`config.mk`:
```
export PLATFORM = sky130hd
export DESIGN_NAME = scan_encoder16t4_flat
export DESIGN_NICKNAME = d
export VERILOG_FILES = /design/src/rtl/scan_encoder16t4_if.sv /design/src/rtl/scan_encoder16t4.sv /design/src/flat_wrapper.sv
export SDC_FILE = /design/constraint.sdc
export NUM_CORES = 1
export LEC_CHECK = 0
export CORE_ASPECT_RATIO = 2
export CORE_UTILIZATION = 44
export CTS_CLUSTER_DIAMETER = 30
export CTS_CLUSTER_SIZE = 10
export DETAILED_ROUTE_END_ITERATION = 16
export GPL_TIMING_DRIVEN = 0
export PLACE_DENSITY = 0.76
export SLEW_MARGIN = 10
export SYNTH_ARGS = -nofsm -noshare
export SYNTH_HDL_FRONTEND = slang
export SYNTH_SLANG_ARGS = --single-unit
```
`constraint.sdc`:
```
create_clock -name Clock -period 1.65 [get_ports Clock]
set_input_delay 0.33 -clock Clock [delete_from_list [all_inputs] [get_ports Clock]]
set_output_delay 0.33 -clock Clock [all_outputs]
set_load 0.05 [all_outputs]
```
`src/rtl/scan_encoder16t4_if.sv`:
```
// Handshake/bus bundle for the sequential 16-to-4 scan encoder.
// The master drives En/Start/Y. The slave returns the registered scan results.
interface scan_encoder16t4_if #(
  parameter int N  = 16,
  parameter int IW = 4
);
  logic          En;
  logic          Start;
  logic [0:N-1]  Y;
  logic [IW-1:0] W;
  logic          Valid;
  logic          Busy;
  logic          Done;
  logic          z;
  logic [IW:0]   Count;

  // Valid and Done are single-cycle strobes and are never back-pressured.
  // Start is taken only when the slave is idle and En=1. A Start seen while
  // Busy=1 is dropped, not queued. W is meaningful only while Valid=1.
  // z and Count hold from Done until the next accepted Start.
  modport master (output En, Start, Y, input W, Valid, Busy, Done, z, Count);
  modport slave  (input En, Start, Y, output W, Valid, Busy, Done, z, Count);
endinterface

```
`src/rtl/scan_encoder16t4.sv`:
```
// Sequential 16-to-4 encoder: captures a line vector on Start and emits the index of each set line.
// Define SCAN_FAST_EN to skip clear lines (scan length max(popcount,1)) instead of the fixed 16-cycle scan.
module scan_encoder16t4 #(
  parameter int N  = 16,
  parameter int IW = 4
) (
  input  logic               Clock,
  input  logic               Reset,
  scan_encoder16t4_if.slave  bus,
  output logic [0:0]         dbg_state_o
);

  typedef enum logic [0:0] {IDLE = 1'b0, SCAN = 1'b1} state_t;

  state_t        state_q, state_d;
  logic [IW-1:0] cnt_q, cnt_d;
  logic [0:N-1]  shadow_q, shadow_d;
  logic [IW-1:0] w_q, w_d;
  logic          valid_q, valid_d;
  logic          done_q, done_d;
  logic          busy_q, busy_d;
  logic          z_q, z_d;
  logic [IW:0]   count_q, count_d;
`ifdef SCAN_FAST_EN
  logic          found;
  logic [IW-1:0] low_idx;
  logic [0:N-1]  rest;
`endif

  always_comb begin
    state_d  = state_q;
    cnt_d    = cnt_q;
    shadow_d = shadow_q;
    w_d      = w_q;
    valid_d  = 1'b0;
    done_d   = 1'b0;
    z_d      = z_q;
    count_d  = count_q;
`ifdef SCAN_FAST_EN
    found    = 1'b0;
    low_idx  = '0;
    rest     = shadow_q;
`endif
    case (state_q)
      IDLE: begin
        if (bus.En && bus.Start) begin
          shadow_d = bus.Y;
          cnt_d    = '0;
          count_d  = '0;
          z_d      = 1'b0;
          state_d  = SCAN;
        end
      end
      SCAN: begin
        if (bus.En) begin
`ifdef SCAN_FAST_EN
          // Descending walk so the last hit is the lowest set index.
          for (int i = N - 1; i >= 0; i--) begin
            if (shadow_q[i]) begin
              found   = 1'b1;
              low_idx = IW'(i);
            end
          end
          if (found) begin
            rest[low_idx] = 1'b0;
            w_d           = low_idx;
            valid_d       = 1'b1;
            count_d       = count_q + (IW+1)'(1);
            z_d           = 1'b1;
          end
          shadow_d = rest;
          if (rest == '0) begin
            done_d  = 1'b1;
            state_d = IDLE;
          end
`else
          if (shadow_q[cnt_q]) begin
            w_d     = cnt_q;
            valid_d = 1'b1;
            count_d = count_q + (IW+1)'(1);
            z_d     = 1'b1;
          end
          cnt_d = cnt_q + IW'(1);
          if (cnt_q == IW'(N - 1)) begin
            done_d  = 1'b1;
            state_d = IDLE;
          end
`endif
        end
      end
      default: state_d = IDLE;
    endcase
    busy_d = (state_d == SCAN);
  end

  always_ff @(posedge Clock) begin
    if (Reset) begin
      state_q  <= IDLE;
      cnt_q    <= '0;
      shadow_q <= '0;
      w_q      <= '0;
      valid_q  <= 1'b0;
      done_q   <= 1'b0;
      busy_q   <= 1'b0;
      z_q      <= 1'b0;
      count_q  <= '0;
    end else begin
      state_q  <= state_d;
      cnt_q    <= cnt_d;
      shadow_q <= shadow_d;
      w_q      <= w_d;
      valid_q  <= valid_d;
      done_q   <= done_d;
      busy_q   <= busy_d;
      z_q      <= z_d;
      count_q  <= count_d;
    end
  end

  assign bus.W       = w_q;
  assign bus.Valid   = valid_q;
  assign bus.Busy    = busy_q;
  assign bus.Done    = done_q;
  assign bus.z       = z_q;
  assign bus.Count   = count_q;
  assign dbg_state_o = state_q;

endmodule

```
`src/flat_wrapper.sv`:
```
// flat-port wrapper written by rule: the top's interface ports become plain ports
module scan_encoder16t4_flat 
#(
  parameter int N  = 16,
  parameter int IW = 4
)
  (Clock, Reset, dbg_state_o, bus_En, bus_Start, bus_Y, bus_W, bus_Valid, bus_Busy, bus_Done, bus_z, bus_Count);
  scan_encoder16t4_if #(.N(N), .IW(IW)) bus_i ();
  input  logic Clock;
  input  logic Reset;
  output logic [0:0] dbg_state_o;
  input wire logic [$bits(bus_i.En)-1:0] bus_En;
  input wire logic [$bits(bus_i.Start)-1:0] bus_Start;
  input wire logic [$bits(bus_i.Y)-1:0] bus_Y;
  output wire logic [$bits(bus_i.W)-1:0] bus_W;
  output wire logic [$bits(bus_i.Valid)-1:0] bus_Valid;
  output wire logic [$bits(bus_i.Busy)-1:0] bus_Busy;
  output wire logic [$bits(bus_i.Done)-1:0] bus_Done;
  output wire logic [$bits(bus_i.z)-1:0] bus_z;
  output wire logic [$bits(bus_i.Count)-1:0] bus_Count;
  assign bus_i.En = bus_En;
  assign bus_i.Start = bus_Start;
  assign bus_i.Y = bus_Y;
  assign bus_W = bus_i.W;
  assign bus_Valid = bus_i.Valid;
  assign bus_Busy = bus_i.Busy;
  assign bus_Done = bus_i.Done;
  assign bus_z = bus_i.z;
  assign bus_Count = bus_i.Count;
  scan_encoder16t4 #(.N(N), .IW(IW)) u_core (.Clock(Clock), .Reset(Reset), .bus(bus_i), .dbg_state_o(dbg_state_o));
endmodule
```
==> impl_metrics.toml <==
[logic_synthesis]
yosysTopAreaCellShare = 0.446
ys_ff_latch = 33
yosys_warnings = 0
synth.avg_cell_area_um2 = 9.15
synth_seq_area_share = 0.446
mappedNetlistNets = 184
ys_async_sr_fraction = 0
synth-main-ff-cell = "dfxtp_1"
synth-edff-count = 0
syn_area_um2 = 1480
synth_commonest_cells = "nand2_1, dfxtp_1, a21oi_1, nor2_1, nand3_1"
yosysMostFrequentCell = "nand2_1"
yosysUniqueCellTypes = 33
synth_area_leaders = "dfxtp_1, nand2_1, a21oi_1"
synthCells = 162
yosysTopAreaCell = "dfxtp_1"

[timing]
fin_ws_ns = -0.246
hold_ws_ns = 0.281
post-route-period-util = 1.15
final-hold-violation-count = 0
setup_viol = 10
drv_slew = 0
fin_worst_skew_ns = 0.0106
relSlewSlack = 0.630
rsz0062_at_grt = "true"
worst_pin_slew_ns = 0.556
max_freq_mhz = 527
period_needed_ns = 1.90

[clocking]
clock_latency_ns = 0.29
ctsLongestPathBuffers = 2
cts_max_level = 2
root_buffer = "clkbuf_8"
holdBufCountCts = 0
clock_sinks = 33
cts_tree = "built"
cts-buffers-inserted = 5
clk_transition_reported_paths_ns = 0.08

[global_route]
antenna_found_initial = 0
grt_pass1_wl_um = 5910
grt_usage = 0.217
gr-total-overflow = 0
grt_pass1_vias = 1363
grt_max_degree = 12

[job]
drv_cap = 0

[die]
die_area_um2 = 3620
ios = 34
coreArea_um2 = 3190
die_w_um = 43.0
start_util = 0.464
row_count = 29
die_h_um = 84.1

[worst_setup_path]
worstSetupPathType = "reg2reg"
crit_required_ns = 1.88
critPathLaunchType = "flip-flop"
worstSetupEndpointType = "flip-flop"
arrival_ns = 2.13
path_max_fanout = 5

[cells_and_area]
diodes = 0
nNetsFinal = 231
final_core_util = 0.638
drive_above_1_share = 0.214
multi_input_area_um2 = 747
n_fill_cell = 291
syn_to_final_growth_pct = 37.3
regArea_um2 = 663

[detailed_routing]
drc = 0
wl_per_cell_um = 14.2
routed_wl_um = 3430
dr_total_vias = 1328
viasPerCell = 5.51
firstDrtPassIters = 4
ant_nets = 0
drtIter0Drc = 39

[outcome]
status = "finished, violations left"
violations = "setup timing"

[placement]
place_ws_ns = -0.635
port_buffers = 32
post-dp-hpwl_um = 2540
gp_congestion = 0.753

[min_path]
hold_path.class = "in2reg"

[power]
power.total_mw = 1.62
powerDensity_nw_per_um2 = 794
peakVddDrop_mv = 0.633
leakagePower_nw = 0.802
cells in the final DEF, fill, tap and decap left out, types with 2 or more instances in the layout:
cell type	instances
nand2_1	38
clkbuf_4	2
buf_4	10
or2_2	2
a21oi_2	3
buf_6	4
dlygate4sd2_1	15
ha_1	2
clkinv_2	2
mux2i_1	4
mux2i_4	2
nand3_1	6
xnor2_1	2
clkdlybuf4s50_1	17
clkbuf_1	2
dfxtp_1	31
nor2_1	11
nor3_1	3
clkbuf_8	7
a21oi_1	21
or3b_1	3
o21ai_0	2
mux4_2	4
dfxtp_2	2
what timing repair did:
action	4_1_cts	5_1_grt
pin swaps	3	1
setup endpoints to repair	34	10
resized for setup	24	2
setup buffers	8	1
endpoints found under the hold margin	0	0
per-layer routing:
layer / wire length [um] / global-route usage / share of wire / up-vias
met1: 1120 / 0.206 / 0.33 / 626
met2: 2060 / 0.399 / 0.60 / 42
met3: 136 / 0.0541 / 0.040 / 15
met4: 115 / 0.116 / 0.034 / 0
li1: - / - / - / 645
met5: 0 / 0 / 0 / -
kinds of logic (layout without fill, tap and decap cells):
family | Yosys count | after routing | share of synthesized area
multiplexers | 11 | 11 | 0.111
buffers and inverters | 15 | 63 | 0.0852
XOR/XNOR | 2 | 2 | 0.0118
AND/OR/NAND/NOR | 67 | 67 | 0.200
adder cells (fa/ha/maj) | 2 | 2 | 0.0169
AO/OA/AOI/OAI | 32 | 32 | 0.129
flip-flops | 33 | 33 | 0.446
power by group:
group / internal (mW) / leakage [nW] / switching (mW)
sequential: 0.819 / 0.269 / 0.0113
combinational: 0.0949 / 0.489 / 0.0940
clock: 0.291 / 0.0439 / 0.306
total: 1.20 / 0.802 / 0.412
per-stage QoR:
stage                     setup TNS [ns]  area (um^2)  cells
after global routing               -2.56         2040    241
after global placement            -11.21         1850    225
after CTS                          -1.70         2010    240
after detailed placement          -12.23         1850    225
after floorplan                   -0.699         1490    162
final                              -1.67         2040    241
registers in the layout, summed over array words and instances (netlist names):
register            count
u_core.shadow_q        16
u_core.bus.Done         1
u_core.bus.Valid        1
u_core.cnt_q            4
u_core.dbg_state_o      1
u_core.bus.W            4
u_core.bus.Count        5
u_core.bus.z            1
worst max-delay path, cell delays in order (launching register included):
cell	delay, ns
dfxtp_2	0.34
buf_6	0.12
mux4_2	0.54
mux2i_4	0.20
o22ai_4	0.11
buf_4	0.15
mux2_1	0.30
nor2_1	0.08
layout make-up:
| class | instances | area share |
|---|---|---|
| multi-input combinational | 114 | 0.367 |
| sequential | 33 | 0.326 |
| timing repair buffer | 41 | 0.181 |
| buffer | 13 | 0.0627 |
| clock buffer | 5 | 0.0338 |
| tap | 31 | 0.0191 |
| clock inverter | 3 | 0.00860 |
| inverter | 1 | 0.00184 |
final timing paths:
| path | start | end | slack [ns] | depth (start not counted) |
|---|---|---|---|---|
| max | u_core.cnt_q[0] | u_core.bus.Count[0] | -0.25 | 7 |
| min | Reset | u_core.bus.Valid | 0.28 | 2 |
| max reg2reg | u_core.cnt_q[0] | u_core.bus.Count[0] | -0.25 | 7 |
| min reg2reg | u_core.shadow_q[1] | u_core.shadow_q[1] | 0.46 | 2 |
(Power assumes the default switching activity.)
